===== src/rtl/set_assoc_cache.sv =====
// N-way set-associative write-through, no-write-allocate data cache.
// True-LRU replacement, single-cycle flush, hit/miss event counters.
module set_assoc_cache #(
  parameter int WIDTH    = 32,
  parameter int SET_BITS = 4,
  parameter int WAYS     = 4,
  parameter int TAG_BITS = WIDTH - SET_BITS - 2
) (
  input  logic             clk_i,
  input  logic             rst_ni,
  input  logic             cpu_req_i,
  input  logic             cpu_we_i,
  input  logic [WIDTH-1:0] cpu_addr_i,
  input  logic [WIDTH-1:0] cpu_wdata_i,
  output logic             cpu_ready_o,
  output logic             cpu_resp_valid_o,
  output logic [WIDTH-1:0] cpu_rdata_o,
  input  logic             flush_i,
  output logic             mem_req_o,
  output logic             mem_we_o,
  output logic [WIDTH-1:0] mem_addr_o,
  output logic [WIDTH-1:0] mem_wdata_o,
  input  logic [WIDTH-1:0] mem_rdata_i,
  input  logic             mem_ack_i,
  output logic [31:0]      hit_count_o,
  output logic [31:0]      miss_count_o
);

  localparam int SETS = 1 << SET_BITS;
  localparam int AW   = $clog2(WAYS);

  typedef enum logic [1:0] {
    S_IDLE,
    S_LOOKUP,
    S_MEM_RD,
    S_MEM_WR
  } state_t;

  state_t state_q;

  logic             we_q;
  logic [WIDTH-1:0] addr_q;
  logic [WIDTH-1:0] wdata_q;
  logic [WIDTH-1:0] rdata_q;
  logic             resp_q;
  logic [31:0]      hit_cnt_q;
  logic [31:0]      miss_cnt_q;

  logic [WAYS-1:0]     valid_q [SETS];
  logic [AW-1:0]       age_q   [SETS][WAYS];
  logic [TAG_BITS-1:0] tag_q   [SETS][WAYS];
  logic [WIDTH-1:0]    data_q  [SETS][WAYS];

  logic [SET_BITS-1:0] set_idx;
  logic [TAG_BITS-1:0] tag_in;
  logic                hit;
  logic [AW-1:0]       hit_way;
  logic                inv_found;
  logic [AW-1:0]       inv_way;
  logic [AW-1:0]       lru_way;
  logic [AW-1:0]       victim;
  logic [AW-1:0]       touch_way;
  logic [AW-1:0]       age_nxt [WAYS];
  logic                unused_lsb;

  assign set_idx    = addr_q[SET_BITS+1:2];
  assign tag_in     = addr_q[WIDTH-1:SET_BITS+2];
  assign unused_lsb = ^addr_q[1:0];

  // Tag match across all valid ways of the addressed set
  always_comb begin
    hit     = 1'b0;
    hit_way = '0;
    for (int w = 0; w < WAYS; w++) begin
      if (valid_q[set_idx][w] && (tag_q[set_idx][w] == tag_in)) begin
        hit     = 1'b1;
        hit_way = AW'(w);
      end
    end
  end

  // Victim: lowest invalid way, otherwise the oldest way
  always_comb begin
    inv_found = 1'b0;
    inv_way   = '0;
    lru_way   = '0;
    for (int w = 0; w < WAYS; w++) begin
      if (!inv_found && !valid_q[set_idx][w]) begin
        inv_found = 1'b1;
        inv_way   = AW'(w);
      end
      if (age_q[set_idx][w] == AW'(WAYS - 1)) begin
        lru_way = AW'(w);
      end
    end
    victim = inv_found ? inv_way : lru_way;
  end

  assign touch_way = (state_q == S_LOOKUP) ? hit_way : victim;

  // Ages after touching touch_way: younger ways age by one
  always_comb begin
    for (int w = 0; w < WAYS; w++) begin
      age_nxt[w] = age_q[set_idx][w];
      if (AW'(w) == touch_way) begin
        age_nxt[w] = '0;
      end else if (age_q[set_idx][w] < age_q[set_idx][touch_way]) begin
        age_nxt[w] = age_q[set_idx][w] + 1'b1;
      end
    end
  end

  // Control FSM with valid/LRU state, counters and CPU response
  always_ff @(posedge clk_i or negedge rst_ni) begin
    if (!rst_ni) begin
      state_q    <= S_IDLE;
      we_q       <= 1'b0;
      addr_q     <= '0;
      wdata_q    <= '0;
      rdata_q    <= '0;
      resp_q     <= 1'b0;
      hit_cnt_q  <= '0;
      miss_cnt_q <= '0;
      for (int s = 0; s < SETS; s++) begin
        valid_q[s] <= '0;
        for (int w = 0; w < WAYS; w++) begin
          age_q[s][w] <= AW'(w);
        end
      end
    end else begin
      resp_q <= 1'b0;
      unique case (state_q)
        S_IDLE: begin
          if (cpu_req_i) begin
            we_q    <= cpu_we_i;
            addr_q  <= cpu_addr_i;
            wdata_q <= cpu_wdata_i;
            state_q <= S_LOOKUP;
          end else if (flush_i) begin
            for (int s = 0; s < SETS; s++) begin
              valid_q[s] <= '0;
            end
          end
        end
        S_LOOKUP: begin
          if (hit) begin
            hit_cnt_q <= hit_cnt_q + 32'd1;
            for (int w = 0; w < WAYS; w++) begin
              age_q[set_idx][w] <= age_nxt[w];
            end
          end else begin
            miss_cnt_q <= miss_cnt_q + 32'd1;
          end
          if (we_q) begin
            state_q <= S_MEM_WR;
          end else if (hit) begin
            rdata_q <= data_q[set_idx][hit_way];
            resp_q  <= 1'b1;
            state_q <= S_IDLE;
          end else begin
            state_q <= S_MEM_RD;
          end
        end
        S_MEM_RD: begin
          if (mem_ack_i) begin
            valid_q[set_idx][victim] <= 1'b1;
            for (int w = 0; w < WAYS; w++) begin
              age_q[set_idx][w] <= age_nxt[w];
            end
            rdata_q <= mem_rdata_i;
            resp_q  <= 1'b1;
            state_q <= S_IDLE;
          end
        end
        S_MEM_WR: begin
          if (mem_ack_i) begin
            resp_q  <= 1'b1;
            state_q <= S_IDLE;
          end
        end
      endcase
    end
  end

  // Tag/data arrays: write-hit update and read-miss fill
  always_ff @(posedge clk_i) begin
    if (state_q == S_LOOKUP && we_q && hit) begin
      data_q[set_idx][hit_way] <= wdata_q;
    end else if (state_q == S_MEM_RD && mem_ack_i) begin
      data_q[set_idx][victim] <= mem_rdata_i;
      tag_q[set_idx][victim]  <= tag_in;
    end
  end

  assign cpu_ready_o      = (state_q == S_IDLE);
  assign cpu_resp_valid_o = resp_q;
  assign cpu_rdata_o      = rdata_q;
  assign mem_req_o        = (state_q == S_MEM_RD) || (state_q == S_MEM_WR);
  assign mem_we_o         = (state_q == S_MEM_WR);
  assign mem_addr_o       = {addr_q[WIDTH-1:2], 2'b00};
  assign mem_wdata_o      = wdata_q;
  assign hit_count_o      = hit_cnt_q;
  assign miss_count_o     = miss_cnt_q;

endmodule


===== config.mk =====
export PLATFORM = sky130hd
export DESIGN_NAME = set_assoc_cache
export DESIGN_NICKNAME = d
export VERILOG_FILES = /design/src/rtl/set_assoc_cache.sv
export SDC_FILE = /design/constraint.sdc
export NUM_CORES = 2
export LEC_CHECK = 0
export BUFFER_PORTS_ARGS = -buffer_cell sky130_fd_sc_hd__buf_2
export CORE_AREA = 2 2 523 525
export CTS_CLUSTER_DIAMETER = 50
export DETAILED_ROUTE_END_ITERATION = 16
export DIE_AREA = 0 0 525 527
export PLACE_DENSITY = 0.76
export SLEW_MARGIN = 20
export SYNTH_ARGS = -nofsm -noshare
export SYNTH_HDL_FRONTEND = slang
export SYNTH_SLANG_ARGS = --single-unit

===== constraint.sdc =====
create_clock -name clk_i -period 10.16 [get_ports clk_i]
set_input_delay 1.016 -clock clk_i [delete_from_list [all_inputs] [get_ports clk_i]]
set_output_delay 1.016 -clock clk_i [all_outputs]
set_load 0.03 [all_outputs]

==> reports/summary.txt <==
Cell count after synthesis = 7626
Post-route clock period utilization = 0.756
Number of buffers and inverters on the critical path = 2
I/O Pins = 266
Category of the worst setup path launch point = flop
Post-route standard cell area excluding fillers = 0.182 mm2
Leading post-synthesis cells by cell area = sky130_fd_sc_hd__edfxtp_1 69%, sky130_fd_sc_hd__mux4_2 14%, sky130_fd_sc_hd__dfrtp_1 4.5%, sky130_fd_sc_hd__mux2_2 2.4%, sky130_fd_sc_hd__mux2i_1 2.0%
Cell area after synthesis = 0.162 mm2
Initial antenna violation count = 30
Sequential share of the synthesized area = 0.744
Clock buffers created by TritonCTS = 408
Number of enable flip-flop cells after synthesis = 3712
Setup Buffers After CTS = 0
Setup_tns = 0 ns
Largest stage delay on the critical path = 1.01 ns
Vias per std cell = 6.91
Final ANT Viol Nets = 0
VDD IR-drop max = 0.000388 V
Count of vias placed by the detailed router = 83100
Metal1 wirelength = 152 mm
Post-detailed-placement half-perimeter wirelength = 238 mm
Minimum hold slack = 0.0736 ns
Iteration-0 DRC count of the detailed router = 12900
Met2 routed wirelength = 202 mm
Slack of the worst reg-to-reg path = 2.48 ns
Share of synthesized flip-flops with an asynchronous set or reset = 0.0871
Count of different cell masters after synthesis = 106
# port buffers = 261
Nets@finish = 8203
Met3 layer wire length in the routed design = 52.0 mm
Most numerous cell types in the synthesized netlist = 3712 x sky130_fd_sc_hd__edfxtp_1, 1025 x sky130_fd_sc_hd__mux4_2, 345 x sky130_fd_sc_hd__mux2_2
Leading cell type by number of instances after synthesis = sky130_fd_sc_hd__edfxtp_1
RSZ-0062 raised after global routing = no
Drt total wl = 423 mm
LEAKAGE = 59.6 nW
Share of post-route cells with drive strength above 1 = 0.329
Synthesis Warnings = 0
Count of standard-cell rows = 192
Total overflow reported by the global router = 0
Non-filler instance count after layout = 12000
Pre-CTS WS = 2.67 ns
Top-area cell type share of the netlist area = 0.689
Required @ worst endpoint = 10.81 ns
CP Capture Type = flop
Pwr Total = 54.6 mW
Clock Root Buffer = sky130_fd_sc_hd__clkbuf_16
Area delta synth->final = 12.3%
Area post-placement = 0.168 mm2
Crit path top cell by count = sky130_fd_sc_hd__buf_4
Yosys top cell by area = sky130_fd_sc_hd__edfxtp_1
Setup violations, final = 0
Power per cell area = 300 mW/mm2
GPL Wtd Cong = 0.855
Seq cells post-synth = 4066
Slew headroom = 0.184
Setup ws final = 2.48 ns
Worst min path class = in2async
Hold violation total from the final report = 0
Clock tree sinks = 4066
Initial core utilization = 0.595
Count of instances resized after the clock tree is built = 0
Die span in x = 525 um
Crit path time final = 7.68 ns
Worst slew pin tran = 1.22 ns
Wire length of the first global-routing pass = 599 mm
Status = finished, final reports clean
Maximum clock insertion buffer count = 4
Number of cells in the design after placement = 11300
Pins over their slew limit = 0
Peak Freq = 0.130 GHz
Largest driver fanout on the critical path = 38
Die footprint = 0.277 mm2
Clock latency on the worst-skew pair = 0.98 ns
Critical-path cell with the highest stage delay = sky130_fd_sc_hd__or2_1
Highest routing layer actually used = met5
Kind of cell with the highest combined delay on the critical path = simple AND/OR/NAND/NOR gates
Final core utilization = 0.669
Wire per inst = 35.1 um
DRT Pass-1 Iters = 8
CP cell instances = buf_4, or2_1, o22ai_1, o21a_1, o31ai_1, o211ai_1, or4_4, or3_1, a41oi_2, nand4_1, and2_2, nor2_4, buf_4
Hold-fix buffers, CTS = 0
MaxCap Viol Count = 0
Number of global-route vias before repair = 83100
Die Y = 527 um
Total global routing track utilization = 0.304
CP Data Arrival Time = 8.33 ns
Largest net degree at the start of global routing = 183
Reg clk slew, reported paths = 0.06 ns
Core area = 0.272 mm2
DRC violation count after routing = 0
Clock tree from TritonCTS = yes
Most common flop cell mapped by yosys = sky130_fd_sc_hd__edfxtp_1
Count of H-tree levels built during CTS = 5
Worst-case clock skew = 0.0807 ns
Mean cell area of the mapped netlist = 21.2 um2
Critical path class = reg2reg
## routing by layer
layer,track usage,vias up
met1,0.425,43800
li1,-,32600
met4,0.113,6
met5,0,-
met2,0.474,5849
met3,0.0736,802
## final timing paths
check	start	to	cells past startpoint
worst max-delay path	addr_q[2]	data_q[8][107]	13
worst min-delay path	rst_ni	miss_count_o[17]	1
worst max register to register	addr_q[2]	data_q[8][107]	13
worst min register to register	hit_count_o[31]	hit_count_o[31]	1
max in group asynchronous	rst_ni	addr_q[20]	3
min in group clk_i	cpu_addr_i[22]	addr_q[22]	3
## cell usage in the layout (no fill, tap or decap), types with 117 or more instances in the layout
cell,count
sky130_fd_sc_hd__edfxtp_1,3712
sky130_fd_sc_hd__nor2_1,166
sky130_fd_sc_hd__mux4_2,1025
sky130_fd_sc_hd__dfrtp_1,260
sky130_fd_sc_hd__nand2_1,204
sky130_fd_sc_hd__mux2i_1,320
sky130_fd_sc_hd__buf_4,212
sky130_fd_sc_hd__buf_2,260
sky130_fd_sc_hd__mux2_2,345
sky130_fd_sc_hd__xnor2_1,117
sky130_fd_sc_hd__clkbuf_16,416
## state kept, by name (all words and copies together) (netlist names)
| signal | count |
|---|---|
| addr_q | 30 |
| age_q | 128 |
| cpu_rdata_o | 32 |
| cpu_resp_valid_o | 1 |
| data_q | 2048 |
| hit_count_o | 32 |
| mem_wdata_o | 32 |
| miss_count_o | 32 |
| state_q | 2 |
| tag_q | 1664 |
| valid_q | 64 |
| we_q | 1 |
## worst reg2reg max path, delay by kind of cell, from the launching register on
family,cells,cell delay [ns]
and+or+nand+nor,6,3.75
AOI/OAI and AO/OA,5,1.70
buffers and inverters,2,1.10
DFF,1,0.81
## power breakdown
| group | total [mW] | internal, mW | switching, mW |
|---|---|---|---|
| clock | 14.8 | 8.38 | 6.43 |
| combinational | 17.5 | 6.56 | 10.9 |
| sequential | 22.3 | 21.3 | 0.975 |
## cell families after synthesis
| logic type | share of synthesized area |
|---|---|
| AO/OA/AOI/OAI | 0.0198 |
| XOR/XNOR | 0.00888 |
| adder cells (fa/ha/maj) | 0.000596 |
| buffers and inverters | 0.0147 |
| flip-flops | 0.744 |
| multiplexers | 0.190 |
| other | 0.0000232 |
| AND/OR/NAND/NOR | 0.0219 |
## cell type report
type | instances | area [um2]
antenna | 13 | 32.5
tap | 3589 | 4490
multi-input combinational | 3093 | 40000
clock buffer | 521 | 11000
clock inverter | 228 | 2160
inverter | 26 | 105
timing repair buffer | 501 | 3520
sequential | 4066 | 120000
fill | 16300 | 90000
(Power assumes the default switching activity.)
